## src/rtl/sprite_move_ctrl_if.sv

```systemverilog
// Pixel-path bundle between the VGA timing/colour logic and the sprite controller.
interface sprite_move_ctrl_if;
    logic       frame_start;
    logic [9:0] pixel_x;
    logic [9:0] pixel_y;
    logic [7:0] bg_index;
    logic [7:0] index_out;

    modport master (
        output frame_start,
        output pixel_x,
        output pixel_y,
        output bg_index,
        input  index_out
    );

    modport slave (
        input  frame_start,
        input  pixel_x,
        input  pixel_y,
        input  bg_index,
        output index_out
    );
endinterface

```

## src/rtl/sprite_move_ctrl.sv

```systemverilog
// Button-driven 100x100 square overlay: debounced buttons step a clamped shadow position,
// committed to the displayed position at frame start, then used for per-pixel index select.
module sprite_move_ctrl #(
    parameter int unsigned H_ACTIVE   = 640,
    parameter int unsigned V_ACTIVE   = 480,
    parameter int unsigned SIZE       = 100,
    parameter int unsigned INIT_X     = 100,
    parameter int unsigned INIT_Y     = 100,
    parameter int unsigned STEP       = 1,
    parameter int unsigned TICK_DIV   = 1000000,
    parameter int unsigned DEB_CYCLES = 250000,
    parameter logic [7:0]  SQ_INDEX   = 8'd2
) (
    input  logic                     iVGA_CLK,
    input  logic                     iRST_n,
    input  logic                     up,
    input  logic                     down,
    input  logic                     left,
    input  logic                     right,
    sprite_move_ctrl_if.slave        vga,
    output logic [9:0]               x_pos,
    output logic [9:0]               y_pos,
    output logic                     move_tick
);

    localparam int unsigned POS_W  = 10;
    localparam int unsigned EXT_W  = 11;
    localparam int unsigned IDX_W  = 8;
    localparam int unsigned N_BTN  = 4;
    localparam int unsigned DEB_W  = (DEB_CYCLES > 1) ? $clog2(DEB_CYCLES) : 1;
    localparam int unsigned TICK_W = (TICK_DIV > 1) ? $clog2(TICK_DIV) : 1;
    localparam int unsigned X_MAX  = H_ACTIVE - SIZE;
    localparam int unsigned Y_MAX  = V_ACTIVE - SIZE;
    localparam int unsigned BTN_UP = 3;
    localparam int unsigned BTN_DN = 2;
    localparam int unsigned BTN_LT = 1;
    localparam int unsigned BTN_RT = 0;

    typedef enum logic [0:0] {
        S_IDLE  = 1'b0,
        S_APPLY = 1'b1
    } state_t;

    logic [N_BTN-1:0]  r_sync1;
    logic [N_BTN-1:0]  r_sync2;
    logic [N_BTN-1:0]  w_deb;
    logic [TICK_W-1:0] r_tick_cnt;
    logic [TICK_W-1:0] w_tick_nxt;
    logic              r_move_tick;
    state_t            r_state;
    state_t            w_state_nxt;
    logic              w_apply;
    logic [POS_W-1:0]  r_sx;
    logic [POS_W-1:0]  r_sy;
    logic [POS_W-1:0]  w_sx_nxt;
    logic [POS_W-1:0]  w_sy_nxt;
    logic [POS_W-1:0]  r_x_pos;
    logic [POS_W-1:0]  r_y_pos;
    logic [EXT_W-1:0]  w_sx_ext;
    logic [EXT_W-1:0]  w_sy_ext;
    logic [EXT_W-1:0]  w_sx_inc;
    logic [EXT_W-1:0]  w_sy_inc;
    logic [EXT_W-1:0]  w_px;
    logic [EXT_W-1:0]  w_py;
    logic [EXT_W-1:0]  w_x0;
    logic [EXT_W-1:0]  w_y0;
    logic [EXT_W-1:0]  w_x1;
    logic [EXT_W-1:0]  w_y1;
    logic              w_inside;
    logic [IDX_W-1:0]  r_index;

    // Two-flop synchroniser; idle level is 1 (released)
    always_ff @(posedge iVGA_CLK or negedge iRST_n) begin
        if (!iRST_n) begin
            r_sync1 <= '1;
            r_sync2 <= '1;
        end else begin
            r_sync1 <= {up, down, left, right};
            r_sync2 <= r_sync1;
        end
    end

    for (genvar g = 0; g < N_BTN; g++) begin : g_deb
        logic [DEB_W-1:0] r_cnt;
        logic             r_deb;

        // Flip only after DEB_CYCLES consecutive cycles of disagreement
        always_ff @(posedge iVGA_CLK or negedge iRST_n) begin
            if (!iRST_n) begin
                r_cnt <= '0;
                r_deb <= 1'b1;
            end else if (r_sync2[g] != r_deb) begin
                if (r_cnt == DEB_W'(DEB_CYCLES - 1)) begin
                    r_deb <= ~r_deb;
                    r_cnt <= '0;
                end else begin
                    r_cnt <= r_cnt + 1'b1;
                end
            end else begin
                r_cnt <= '0;
            end
        end

        assign w_deb[g] = r_deb;
    end

    assign w_tick_nxt = (r_tick_cnt == TICK_W'(TICK_DIV - 1)) ? '0 : r_tick_cnt + 1'b1;

    // move_tick registered from the next count so it lines up with count == TICK_DIV-1
    always_ff @(posedge iVGA_CLK or negedge iRST_n) begin
        if (!iRST_n) begin
            r_tick_cnt  <= '0;
            r_move_tick <= 1'b0;
        end else begin
            r_tick_cnt  <= w_tick_nxt;
            r_move_tick <= (w_tick_nxt == TICK_W'(TICK_DIV - 1));
        end
    end

    always_ff @(posedge iVGA_CLK or negedge iRST_n) begin
        if (!iRST_n) begin
            r_state <= S_IDLE;
        end else begin
            r_state <= w_state_nxt;
        end
    end

    always_comb begin
        w_state_nxt = r_state;
        w_apply     = 1'b0;
        case (r_state)
            S_IDLE: begin
                if (r_move_tick) begin
                    w_state_nxt = S_APPLY;
                end
            end
            S_APPLY: begin
                w_apply     = 1'b1;
                w_state_nxt = S_IDLE;
            end
        endcase
    end

    assign w_sx_ext = {1'b0, r_sx};
    assign w_sy_ext = {1'b0, r_sy};
    assign w_sx_inc = w_sx_ext + EXT_W'(STEP);
    assign w_sy_inc = w_sy_ext + EXT_W'(STEP);

    // One direction per tick, up > down > left > right, saturating at the screen edges
    always_comb begin
        w_sx_nxt = r_sx;
        w_sy_nxt = r_sy;
        if (!w_deb[BTN_UP]) begin
            w_sy_nxt = (w_sy_ext >= EXT_W'(STEP)) ? POS_W'(w_sy_ext - EXT_W'(STEP)) : '0;
        end else if (!w_deb[BTN_DN]) begin
            w_sy_nxt = (w_sy_inc > EXT_W'(Y_MAX)) ? POS_W'(Y_MAX) : POS_W'(w_sy_inc);
        end else if (!w_deb[BTN_LT]) begin
            w_sx_nxt = (w_sx_ext >= EXT_W'(STEP)) ? POS_W'(w_sx_ext - EXT_W'(STEP)) : '0;
        end else if (!w_deb[BTN_RT]) begin
            w_sx_nxt = (w_sx_inc > EXT_W'(X_MAX)) ? POS_W'(X_MAX) : POS_W'(w_sx_inc);
        end
    end

    // Shadow and displayed position; a coincident commit sees the pre-update shadow
    always_ff @(posedge iVGA_CLK or negedge iRST_n) begin
        if (!iRST_n) begin
            r_sx    <= POS_W'(INIT_X);
            r_sy    <= POS_W'(INIT_Y);
            r_x_pos <= POS_W'(INIT_X);
            r_y_pos <= POS_W'(INIT_Y);
        end else begin
            if (w_apply) begin
                r_sx <= w_sx_nxt;
                r_sy <= w_sy_nxt;
            end
            if (vga.frame_start) begin
                r_x_pos <= r_sx;
                r_y_pos <= r_sy;
            end
        end
    end

    assign w_px     = {1'b0, vga.pixel_x};
    assign w_py     = {1'b0, vga.pixel_y};
    assign w_x0     = {1'b0, r_x_pos};
    assign w_y0     = {1'b0, r_y_pos};
    assign w_x1     = w_x0 + EXT_W'(SIZE);
    assign w_y1     = w_y0 + EXT_W'(SIZE);
    assign w_inside = (w_px >= w_x0) && (w_px < w_x1) && (w_py >= w_y0) && (w_py < w_y1);

    always_ff @(posedge iVGA_CLK or negedge iRST_n) begin
        if (!iRST_n) begin
            r_index <= '0;
        end else begin
            r_index <= w_inside ? SQ_INDEX : vga.bg_index;
        end
    end

    assign vga.index_out = r_index;
    assign x_pos         = r_x_pos;
    assign y_pos         = r_y_pos;
    assign move_tick     = r_move_tick;

endmodule

```

## src/flat_wrapper.sv

```systemverilog
// flat-port wrapper written by rule: the top's interface ports become plain ports
module sprite_move_ctrl_flat 
#(
    parameter int unsigned H_ACTIVE   = 640,
    parameter int unsigned V_ACTIVE   = 480,
    parameter int unsigned SIZE       = 100,
    parameter int unsigned INIT_X     = 100,
    parameter int unsigned INIT_Y     = 100,
    parameter int unsigned STEP       = 1,
    parameter int unsigned TICK_DIV   = 1000000,
    parameter int unsigned DEB_CYCLES = 250000,
    parameter logic [7:0]  SQ_INDEX   = 8'd2
)
  (iVGA_CLK, iRST_n, up, down, left, right, x_pos, y_pos, move_tick, vga_frame_start, vga_pixel_x, vga_pixel_y, vga_bg_index, vga_index_out);
  sprite_move_ctrl_if vga_i ();
  input  logic iVGA_CLK;
  input  logic iRST_n;
  input  logic up;
  input  logic down;
  input  logic left;
  input  logic right;
  output logic [9:0] x_pos;
  output logic [9:0] y_pos;
  output logic move_tick;
  input wire logic [$bits(vga_i.frame_start)-1:0] vga_frame_start;
  input wire logic [$bits(vga_i.pixel_x)-1:0] vga_pixel_x;
  input wire logic [$bits(vga_i.pixel_y)-1:0] vga_pixel_y;
  input wire logic [$bits(vga_i.bg_index)-1:0] vga_bg_index;
  output wire logic [$bits(vga_i.index_out)-1:0] vga_index_out;
  assign vga_i.frame_start = vga_frame_start;
  assign vga_i.pixel_x = vga_pixel_x;
  assign vga_i.pixel_y = vga_pixel_y;
  assign vga_i.bg_index = vga_bg_index;
  assign vga_index_out = vga_i.index_out;
  sprite_move_ctrl #(.H_ACTIVE(H_ACTIVE), .V_ACTIVE(V_ACTIVE), .SIZE(SIZE), .INIT_X(INIT_X), .INIT_Y(INIT_Y), .STEP(STEP), .TICK_DIV(TICK_DIV), .DEB_CYCLES(DEB_CYCLES), .SQ_INDEX(SQ_INDEX)) u_core (.iVGA_CLK(iVGA_CLK), .iRST_n(iRST_n), .up(up), .down(down), .left(left), .right(right), .vga(vga_i), .x_pos(x_pos), .y_pos(y_pos), .move_tick(move_tick));
endmodule
```

## config.mk

```make
export PLATFORM = sky130hd
export DESIGN_NAME = sprite_move_ctrl_flat
export DESIGN_NICKNAME = d
export VERILOG_FILES = /design/src/rtl/sprite_move_ctrl_if.sv /design/src/rtl/sprite_move_ctrl.sv /design/src/flat_wrapper.sv
export SDC_FILE = /design/constraint.sdc
export NUM_CORES = 1
export LEC_CHECK = 0
export ABC_AREA = 0
export BUFFER_PORTS_ARGS = -buffer_cell sky130_fd_sc_hd__buf_2
export CORE_UTILIZATION = 45
export DETAILED_ROUTE_END_ITERATION = 8
export GPL_ROUTABILITY_DRIVEN = 1
export SYNTH_ARGS = -nofsm -noshare
export SYNTH_HDL_FRONTEND = slang
export SYNTH_SLANG_ARGS = --single-unit
```

## constraint.sdc

```tcl
create_clock -name iVGA_CLK -period 3.6 [get_ports iVGA_CLK]
set_input_delay 0.72 -clock iVGA_CLK [delete_from_list [all_inputs] [get_ports iVGA_CLK]]
set_output_delay 0.72 -clock iVGA_CLK [all_outputs]
set_load 0.01 [all_outputs]
```

; Yosys cells after proc, flatten, opt, wreduce, memory -nomap -nowiden
; Cells that the tools add are included.
[totals]
ff_bits = 154
input_bits = 35
output_inout_bits = 29
word_cells = 84
[classes]
n_addsub = 11
n_lt_le_gt_ge = 8
eq_ne = 12
n_mux = 21
bitwise = 5
reduce_logical = 9
[ops]
columns = operator, count
row1 = 18-bit 2-to-1 mux, 8
row2 = 10-bit 2-to-1 mux, 8
row3 = 18-bit by 1-bit adder with 18-bit output (second input constant), 4
row4 = 18-bit equality test (second input constant), 4
row5 = 20-bit equality test (second input constant), 2
row6 = 10-bit by 1-bit adder with 11-bit output (second input constant), 2
row7 = 10-bit by 7-bit adder with 11-bit output (second input constant), 2
row8 = 10-bit by 11-bit less-than comparator with 1-bit output, 2
row9 = 20-bit by 1-bit adder with 20-bit output (second input constant), 1
row10 = 10-bit by 1-bit greater-or-equal comparator with 1-bit output (second input constant), 2
row11 = 10-bit greater-or-equal comparator, 2
row12 = 20-bit 2-to-1 mux, 1
row13 = 10-bit by 1-bit subtractor with 10-bit output (second input constant), 2
row14 = 11-bit by 10-bit > comparator with 1-bit output (second input constant), 1
row15 = 11-bit by 9-bit > comparator with 1-bit output (second input constant), 1
row16 = 2-bit AND reduction, 5
row17 = 8-bit 2-to-1 mux, 1
row18 = 1-bit NOT, 5
row19 = 1-bit inequality test, 4
row20 = 2-bit inequality test (second input constant), 2
row21 = 4-bit AND reduction, 1
row22 = 1-bit logical AND, 3
row23 = 1-bit 2-to-1 mux, 2
row24 = 1-bit case mux with 2 select lines, 1

; Logic depth before layout (Yosys ltp)
; Gate-level depths: netlist of run 1.
[logic_depth]
ltp_word = 6
ltp_mapped = 12
depth_no_buf = 11

; Worst setup path after synthesis of run 1
; OpenSTA, ideal clock, no wires.
[synth_path]
kind = reg2reg
start = register u_core.r_y_pos[2], in the netlist u_core.y_pos[2]
end = register u_core.r_index[0], in the netlist u_core.vga.index_out[0]
setup_time_ps = 150
arrival_ps = 2486
t_required_ps = 3450
slack_ps = 964
path_stages_with_launch = 12
path_buffers = 1
period_less_slack_ps = 2636
path_cell_list = dfstp_2 nand3_1 and3_1 nor3_1 xnor2_1 ha_1 or4_1 a21oi_1 a31o_2 and4_1 clkbuf_1 a21boi_0
[synth_via]
elab_chain_cells = 4
word_cells_on_any_way = 6
classes_between = add/sub (1) / order compare (2) / mux (1) / reduce/logical (2)
[synth_lines]
columns = element, line_no
row1 = from (decl), sprite_move_ctrl.sv:58  ; logic [POS_W-1:0] r_y_pos;
row2 = from (signal assigned), sprite_move_ctrl.sv:170  ; r_y_pos <= POS_W'(INIT_Y);
row3 = from (signal assigned), sprite_move_ctrl.sv:178  ; r_y_pos <= r_sy;
row4 = 10-bit by 7-bit adder with 11-bit output or 10-bit greater-or-equal comparator (tied branches), "sprite_move_ctrl.sv:188, sprite_move_ctrl.sv:189"
row5 = 10-bit by 11-bit less-than comparator with 1-bit output or 1-bit logical AND (tied branches), sprite_move_ctrl.sv:189  ; assign w_inside = (w_px >= w_x0) && (w_px < w_x1) && (w_py >= w_y0) && (w_py < w_y1);
row6 = 1-bit logical AND *, sprite_move_ctrl.sv:189
row7 = 8-bit 2-to-1 mux *, sprite_move_ctrl.sv:195  ; r_index <= w_inside ? SQ_INDEX : vga.bg_index;
row8 = to (signal assigned), sprite_move_ctrl.sv:195
row9 = to (decl), sprite_move_ctrl.sv:70  ; logic [IDX_W-1:0] r_index;
; Every way passes the cells marked *; elsewhere a longest branch is shown, timed or not.
; A chain may end at the register's enable or synchronous reset.

; Worst setup path in the final report of run 1
[layout_path]
start = register u_core.r_y_pos[2], in the netlist u_core.y_pos[2]
end = register u_core.r_index[6], in the netlist u_core.vga.index_out[6]
; The elaborated chain is that of the path after synthesis.

==> flow_summary.json, run 1 <==
{
  "status": "complete, no violations",
  "grt.total_usage_pct": 18.7,
  "tns_ns": 0,
  "final_antenna_net_count": 0,
  "p_sw_uw": 839,
  "ys_top_cells_by_area": "dfrtp_1, dfstp_2, ha_1",
  "pwr-share-seq_pct": 45.6,
  "startpoint_type": "flip-flop",
  "viasPerCell": 5.34,
  "power_switching_share_pct": 21.6,
  "routed_wl_mm": 17.9,
  "maxCapViolCount": 0,
  "synth_edf_count": 0,
  "cts_max_path_buffers": 2,
  "worstPathMaxFanout": 8,
  "setup_violations": 0,
  "dieArea_um2": 20600,
  "numPortBuffers": 63,
  "p_leak_nw": 4.34,
  "cts_buffers": 17,
  "gp_congestion": 0.864,
  "cts_tree": "yes",
  "power_density_nw_per_um2": 381,
  "yosysMostFrequentCell": "dfrtp_1",
  "ioPinCount": 64,
  "syn_inst": 979,
  "wire_per_inst_um": 13.8,
  "worstPathRequired_ns": 3.87,
  "grt_max_degree": 73,
  "die_w_um": 143,
  "hold_buffers": 0,
  "yosysWarnings": 0,
  "yosysSeqAreaShare_pct": 43.1,
  "pwr-share-comb_pct": 4.1,
  "diodes": 0,
  "clk_latency_ns": 0.43,
  "cts_max_level": 4,
  "hold_viol_final": 0,
  "arrival_ns": 3.00,
  "intPower_mw": 3.04,
  "cts_root_buf": "clkbuf_16",
  "path_class": "flip-flop to flip-flop",
  "grt.overflow.total": 0,
  "cts_setup_buffers": 0,
  "p_total_mw": 3.88,
  "synth_top_area_share_pct": 36.1,
  "place_hpwl_mm": 12.6,
  "rsz0062_at_grt": "false",
  "ys_top_cells_by_count": "dfrtp_1, nor2_1, nand2_1",
  "skew_ns": 0.0156,
  "relSlewSlack_pct": 50.1,
  "ys.flop_type": "dfrtp_1",
  "drt_iter0_drc": 320,
  "ir_drop_mv": 0.305,
  "cts-resized-gates": 0,
  "drcViolationCount": 0,
  "slew_viol_final": 0,
  "synth_cell_type_count": 76,
  "min_period_ns": 2.73,
  "worst_setup_path_end_kind": "flip-flop",
  "die_h_um": 143,
  "pwr-share-clk_pct": 50.4,
  "core_area_um2": 19500,
  "post-route-period-util_pct": 75.8,
  "cts.clk_slew.worst_paths_ns": 0.07,
  "grt_pass1_vias": 6513,
  "initial_core_util_pct": 46.1,
  "postSynthAreaPerCell_um2": 9.20,
  "synth_area_leader_cell": "dfrtp_1",
  "syn_area_um2": 9010,
  "synth_nets": 1064,
  "dr.pass1.iters": 5,
  "ys_ff_latch": 154,
  "min-delay-path-class": "input port to asynchronous set/reset pin",
  "clock.fmax_mhz": 366,
  "tightest_slew_ns": 0.743,
  "async_flop_share_pct": 100,
  "antenna_found_initial": 0,
  "drive_above_1_share_pct": 14.5,
  "via_count": 6943,
  "num_rows": 51,
  "grt_pass1_wl_mm": 31.1,
  "fin_nets": 1106,
  "clock_sinks": 154,
  "syn2layout_area_growth_pct": 13.0
}
-- stage by stage --
step                      util, %  std cells  setup WS [ns]  hold WS, ns  instance area, um2
after global routing         52.1       1299          0.527        0.333               10200
after global placement       48.8       1267          0.918        0.347                9530
after floorplan                 -        979          0.964        0.345                9010
after CTS                    52.1       1299          0.838        0.321               10200
after detailed placement     48.8       1267          0.848        0.349                9530
final                        52.1       1299          0.871        0.289               10200
-- kinds of logic (layout without fill, tap and decap cells) --
| kind of cell | Yosys count | after routing | synth area share [%] |
|---|---|---|---|
| compound gates | 159 | 159 | 11.9 |
| xor+xnor | 102 | 102 | 9.92 |
| fa+ha+maj | 50 | 50 | 6.95 |
| buf+inv | 87 | 142 | 3.76 |
| flops | 154 | 154 | 43.1 |
| mux | 9 | 9 | 1.10 |
| simple gates | 418 | 418 | 23.2 |
-- sequential cells by signal, indices dropped and copies added (netlist names) --
signal                flops
u_core.g_deb.r_cnt       72
u_core.r_tick_cnt        20
u_core.r_sx              10
u_core.r_sy              10
u_core.x_pos             10
u_core.y_pos             10
u_core.vga.index_out      8
u_core.g_deb.r_deb        4
u_core.r_sync1            4
u_core.r_sync2            4
u_core.move_tick          1
u_core.r_state            1
-- critical path, stage by stage, from the launching register on --
cell and delay (ns):
dfstp_2 0.56, nand3_1 0.11, and3_1 0.23, nor3_1 0.18
xnor2_1 0.09, ha_1 0.18, or4_1 0.46, a21oi_1 0.14
a31o_2 0.15, and4_1 0.33, a21boi_0 0.13
-- layout by cell type (no fill, tap or decap), drive strengths merged, types with 24 or more instances in the layout --
master	netlist	routed
ha	50	50
dfstp	24	24
dfrtp	130	130
nand3	65	65
nand2	78	78
xnor2	51	51
a21oi	26	26
nor2	128	128
xor2	51	51
o21ai	48	48
buf	8	68
inv	41	45
nor3	27	27
-- layer usage --
metal	part of all wire [%]	vias up	wire length, um	track usage (%)
li1	-	3535	-	-
met1	52	3276	9300	26.4
met2	43	116	7720	28.6
met3	3.5	16	630	3.70
met4	1.4	0	249	6.10
met5	0	-	0	0
-- layout make-up --
class / instances / area (um2)
Clock buffer: 20 / 467
Clock inverter: 12 / 184
Fill cell: 1874 / 9350
Inverter: 42 / 158
Multi-Input combinational cell: 738 / 4780
Sequential cell: 154 / 3880
Tap cell: 265 / 332
Timing Repair Buffer: 68 / 372
-- power groups by stage --
stage	registers, mW	clock network [mW]	logic (mW)
2_1_floorplan	1.80	0	0.0757
3_3_place_gp	1.80	0	0.161
3_5_place_dp	1.80	0	0.163
4_1_cts	1.77	2.01	0.164
5_1_grt	1.77	2.07	0.186
6_report	1.77	1.96	0.158
-- final timing paths --
| path | startpoint | end | slack [ns] | cells after the start |
|---|---|---|---|---|
| setup / recovery | u_core.y_pos[2] | u_core.vga.index_out[6] | 0.87 | 10 |
| hold / removal | iRST_n | u_core.g_deb[0].r_cnt[4] | 0.29 | 1 |
| setup reg to reg | u_core.y_pos[2] | u_core.vga.index_out[6] | 0.87 | 10 |
| hold reg to reg | u_core.r_sync1[2] | u_core.r_sync2[2] | 0.36 | 0 |
| max in group asynchronous | iRST_n | u_core.r_sync1[2] | 2.44 | 2 |
| min in group iVGA_CLK | u_core.r_sync1[2] | u_core.r_sync2[2] | 0.36 | 0 |
Power figures use the tool's default switching activity.
==> run 2, diff against run 1 <==
==> constraint.sdc (replaced) <==
create_clock -name iVGA_CLK -period 2.4 [get_ports iVGA_CLK]
set_input_delay 0.48 -clock iVGA_CLK [delete_from_list [all_inputs] [get_ports iVGA_CLK]]
set_output_delay 0.48 -clock iVGA_CLK [all_outputs]
set_load 0.01 [all_outputs]
==> flow_summary.json, run 2 (same netlist as run 1, synthesis figures left out) <==
{
  "violations": "setup timing",
  "ioPinCount": 64,
  "regToRegSetupSlack_ns": -0.09,
  "top_register": "u_core.g_deb.r_cnt",
  "crit_slowest_cell": "dfstp_2",
  "grt.total_usage_pct": 19.9,
  "layout_common_cells": "dfrtp_1, nor2_1, nand2_1",
  "worstPathRequired_ns": 2.69,
  "core_area_um2": 19500,
  "num_rows": 51,
  "numPortBuffers": 63,
  "clock_sinks": 154,
  "ir_drop_mv": 0.448,
  "final_util_pct": 54.3,
  "relSlewSlack_pct": 61.0,
  "worst_setup_path_end_kind": "flip-flop",
  "via_count": 7229,
  "startpoint_type": "flip-flop",
  "dpl-instance-area_um2": 9960,
  "cts_root_buf": "clkbuf_16",
  "tightest_slew_ns": 0.583,
  "preCtsSetupSlack_ns": -0.213,
  "cts_buffers": 17,
  "grt_pass1_vias": 6973,
  "grt.overflow.total": 0,
  "hold_buffers": 0,
  "r2r-end": "u_core.vga.index_out[6]",
  "p_total_mw": 5.57,
  "final_common_cell": "dfrtp_1",
  "diodes": 0,
  "syn2layout_area_growth_pct": 17.8,
  "drive_above_1_share_pct": 20.0,
  "worstPathCellList": "ha_4 -> a211o_1 -> nand2_1 -> xnor2_1 -> ha_2 -> or4_1 -> a21oi_1 -> a31o_2 -> and4_4 -> a21boi_1",
  "maxCapViolCount": 0,
  "die_w_um": 143,
  "placed_cells": 1318,
  "viasPerCell": 5.33,
  "clk_latency_ns": 0.43,
  "routed_wl_mm": 18.8,
  "cts_max_path_buffers": 2,
  "setup_slack_ns": -0.0881,
  "drcViolationCount": 0,
  "cts_max_level": 4,
  "setup_violations": 8,
  "endpoint": "u_core.vga.index_out[6]",
  "place_hpwl_mm": 13.7,
  "antenna_found_initial": 0,
  "grt_max_degree": 60,
  "cts.clk_slew.worst_paths_ns": 0.07,
  "arrival_ns": 2.77,
  "fin_area_um2": 10600,
  "drt_iter0_drc": 273,
  "worstPathMaxFanout": 8,
  "reg2reg_depth": 10,
  "slowest_delay_ns": 0.58,
  "wire_per_inst_um": 13.9,
  "min_period_ns": 2.49,
  "initial_core_util_pct": 46.1,
  "die_h_um": 143,
  "status": "finished, violations left",
  "grt_pass1_wl_mm": 32.9,
  "cp-startpoint": "u_core.y_pos[2]",
  "min-delay-path-class": "input port to asynchronous set/reset pin",
  "dr.pass1.iters": 4,
  "largest_register_ffs": 72,
  "fin_nets": 1163,
  "slew_viol_final": 0,
  "power_density_nw_per_um2": 525,
  "post-route-period-util_pct": 104,
  "gp_congestion": 0.852,
  "r2r-start": "u_core.y_pos[2]",
  "dieArea_um2": 20600,
  "top_regs": "u_core.g_deb.r_cnt x72, u_core.r_tick_cnt x20",
  "cts_tree": "yes",
  "final_antenna_net_count": 0,
  "p_leak_nw": 4.61,
  "clock.fmax_mhz": 402,
  "skew_ns": 0.00930,
  "hold_viol_final": 0,
  "path_class": "flip-flop to flip-flop",
  "rsz0062_at_grt": "true",
  "final_cells": 1356
}
==> run 2: area by class of cell <==
cell class              instances  area, um2
clock buffers                  19        453
clock inverters                13        133
fillers                      1846       8920
inverters                      42        158
multi-input cells             738       4840
flip-flops and latches        154       3880
well taps                     265        332
repair buffers                125        812
==> run 2: timing repair <==
item | CTS | global route
resized for setup | 4 | 5
buffers inserted | 4 | 2
pin swaps | 13 | 0
setup endpoints to repair | 8 | 11
==> run 2: power by group <==
| part | switching [mW] | total (mW) | internal (mW) |
|---|---|---|---|
| Combinational | 0.152 | 0.255 | 0.103 |
| Sequential | 0.0183 | 2.65 | 2.63 |
| Clock | 1.15 | 2.66 | 1.51 |
| Total | 1.32 | 5.57 | 4.25 |
==> run 2: critical path: cells and delay by family, from the launching register on <==
family / cells / cell delay (ns)
simple gates: 3 / 0.81
flops: 1 / 0.58
xor+xnor: 1 / 0.13
fa+ha+maj: 2 / 0.33
compound gates: 4 / 0.50
==> run 2: per-layer routing <==
layer,routed length (um),part of all wire (%),GRT usage (%)
met1,9450,50,27.4
met2,8520,45,31.7
met3,656,3.5,4.20
met4,192,1.0,5.21
met5,0,0,0
==> run 2: worst min path at each step <==
stage / start / to / slack, ns
2_1_floorplan: iRST_n / u_core.g_deb[0].r_cnt[0] / 0.18
3_3_place_gp: u_core.r_sync1[3] / u_core.r_sync2[3] / 0.35
3_5_place_dp: u_core.r_sync1[2] / u_core.r_sync2[2] / 0.35
4_1_cts: iRST_n / u_core.g_deb[0].r_cnt[15] / 0.02
5_1_grt: iRST_n / u_core.g_deb[0].r_cnt[15] / 0.04
6_report: iRST_n / u_core.g_deb[0].r_cnt[15] / 0.006
==> run 2: stage by stage <==
| step | setup TNS (ns) | hold slack, ns |
|---|---|---|
| after floorplan | -0.587 | 0.184 |
| after detailed placement | -1.46 | 0.347 |
| final | -0.662 | 0.00587 |
| after CTS | -0.675 | 0.0217 |
| after global placement | -1.13 | 0.346 |
| after global routing | -1.58 | 0.0428 |
==> run 3, diff against run 2 <==
--- a/config.mk
+++ b/config.mk
@@ -8,8 +8,8 @@
 export ABC_AREA = 0
 export BUFFER_PORTS_ARGS = -buffer_cell sky130_fd_sc_hd__buf_2
 export CORE_UTILIZATION = 45
+export CTS_CLUSTER_SIZE = 40
 export DETAILED_ROUTE_END_ITERATION = 8
-export GPL_ROUTABILITY_DRIVEN = 1
 export SYNTH_ARGS = -nofsm -noshare
 export SYNTH_HDL_FRONTEND = slang
 export SYNTH_SLANG_ARGS = --single-unit
==> constraint.sdc (replaced) <==
create_clock -name iVGA_CLK -period 2.4 [get_ports iVGA_CLK]
set_input_delay 0.12 -clock iVGA_CLK [delete_from_list [all_inputs] [get_ports iVGA_CLK]]
set_output_delay 0.12 -clock iVGA_CLK [all_outputs]
set_load 0.01 [all_outputs]
==> flow_summary.json, run 3 (same netlist as run 1, synthesis figures left out) <==
{
  "status": "finished, violations left",
  "violations": "setup timing",
  "cts.clk_slew.worst_paths_ns": 0.06,
  "clk_latency_ns": 0.43,
  "fin_nets": 1173,
  "final_common_cell": "dfrtp_1",
  "rsz0062_at_grt": "true",
  "arrival_ns": 2.80,
  "drcViolationCount": 0,
  "cts_root_buf": "clkbuf_16",
  "worstPathRequired_ns": 2.67,
  "setup_slack_ns": -0.124,
  "hold_viol_final": 0,
  "regToRegSetupSlack_ns": -0.12,
  "worstPathMaxFanout": 8,
  "setup_violations": 8,
  "via_count": 7245,
  "top_regs": "u_core.g_deb.r_cnt x72, u_core.r_tick_cnt x20",
  "viasPerCell": 5.30,
  "p_leak_nw": 4.64,
  "holdPathStages": 3,
  "dr.pass1.iters": 4,
  "antenna_found_initial": 0,
  "min-delay-path-class": "input port to flip-flop",
  "clock_sinks": 154,
  "syn2layout_area_growth_pct": 18.8,
  "cts_max_path_buffers": 2,
  "cp-startpoint": "u_core.y_pos[2]",
  "tns_ns": -0.880,
  "pwr-share-comb_pct": 4.8,
  "slew_viol_final": 0,
  "grt_max_degree": 86,
  "r2r-start": "u_core.y_pos[2]",
  "num_rows": 51,
  "drive_above_1_share_pct": 19.6,
  "cts_tree": "yes",
  "grt_pass1_vias": 6793,
  "core_area_um2": 19500,
  "pwr-share-clk_pct": 47.0,
  "endpoint": "u_core.vga.index_out[5]",
  "grt.total_usage_pct": 19.6,
  "startpoint_type": "flip-flop",
  "tightest_slew_ns": 0.674,
  "ioPinCount": 64,
  "r2r-end": "u_core.vga.index_out[5]",
  "dieArea_um2": 20600,
  "largest_register_ffs": 72,
  "relSlewSlack_pct": 54.9,
  "post-route-period-util_pct": 105,
  "power_switching_share_pct": 23.4,
  "final_antenna_net_count": 0,
  "intPower_mw": 4.22,
  "layout_common_cells": "dfrtp_1, nor2_1, nand2_1",
  "grt.overflow.total": 0,
  "cts_buffers": 17,
  "maxCapViolCount": 0,
  "path_class": "flip-flop to flip-flop",
  "numPortBuffers": 63,
  "min_period_ns": 2.52,
  "p_total_mw": 5.51,
  "dpl-instance-area_um2": 9940,
  "pwr-share-seq_pct": 48.1,
  "p_sw_mw": 1.29,
  "initial_core_util_pct": 46.1,
  "reg2reg_depth": 10,
  "drt_iter0_drc": 343,
  "top_register": "u_core.g_deb.r_cnt",
  "ir_drop_mv": 0.464,
  "wire_per_inst_um": 13.9,
  "diodes": 0,
  "fin_area_um2": 10700,
  "clock.fmax_mhz": 396,
  "grt_pass1_wl_mm": 32.3,
  "skew_ns": 0.0138,
  "gp_congestion": 0.826,
  "place_hpwl_mm": 13.6,
  "routed_wl_mm": 19.0,
  "cts_max_level": 4,
  "die_w_um": 143,
  "power_density_nw_per_um2": 515,
  "worst_setup_path_end_kind": "flip-flop",
  "die_h_um": 143
}
## run 3: worst min-delay path by stage
stage	start	to	slack, ns
6_report	vga_frame_start	u_core.y_pos[2]	0.13
5_1_grt	vga_frame_start	u_core.y_pos[6]	0.16
4_1_cts	vga_frame_start	u_core.y_pos[2]	0.12
3_5_place_dp	iRST_n	u_core.g_deb[0].r_cnt[7]	0.07
3_3_place_gp	iRST_n	u_core.g_deb[0].r_cnt[7]	0.06
2_1_floorplan	iRST_n	u_core.g_deb[0].r_cnt[0]	-0.18
## run 3: critical path: stages (launching register included)
cell      delay, ns
dfstp_2        0.57
ha_4           0.13
buf_4          0.10
a21oi_1        0.08
xnor2_1        0.14
ha_1           0.18
or4_1          0.51
a21oi_1        0.14
a31o_2         0.16
and4_4         0.28
a21boi_1       0.08
## run 3: power groups by stage
stage | clock, mW | sequential (mW) | combinational (mW)
detailed placement | 0 | 2.70 | 0.252
CTS | 2.67 | 2.65 | 0.271
floorplan | 0 | 2.70 | 0.116
finish | 2.59 | 2.65 | 0.265
global route | 2.77 | 2.66 | 0.311
global placement | 0 | 2.70 | 0.248
## run 3: routing by layer
metal | GRT usage [%] | up-vias | wire, um
met4 | 6.33 | 0 | 225
met1 | 28.0 | 3412 | 9680
met3 | 3.27 | 20 | 740
met5 | 0 | - | 0
li1 | - | 3672 | -
met2 | 30.2 | 141 | 8410
## run 3: final cells by class
class                   instances  area [um2]
clock buffers                  18         439
clock inverters                14         138
fillers                      1797        8830
inverters                      42         158
multi-input cells             738        4840
flip-flops and latches        154        3880
well taps                     265         332
repair buffers                135         907
## run 3: per-stage QoR
step	worst slack, ns	util (%)	std cells	hold WS [ns]
6_report	-0.124	54.8	1366	0.134
5_1_grt	-0.221	54.8	1366	0.155
4_1_cts	-0.0999	54.6	1364	0.118
3_5_place_dp	-0.246	50.9	1317	0.0652
3_3_place_gp	-0.178	50.9	1317	0.0623
2_1_floorplan	-0.0943	-	979	-0.176
## run 3: repair_timing
action | 4_1_cts | 5_1_grt
setup buffers | 2 | 2
pin swaps | 2 | 1
hold endpoints to repair | 54 | 0
resized for setup | 4 | 7
setup endpoints to repair | 8 | 11
hold buffers | 13 | 0
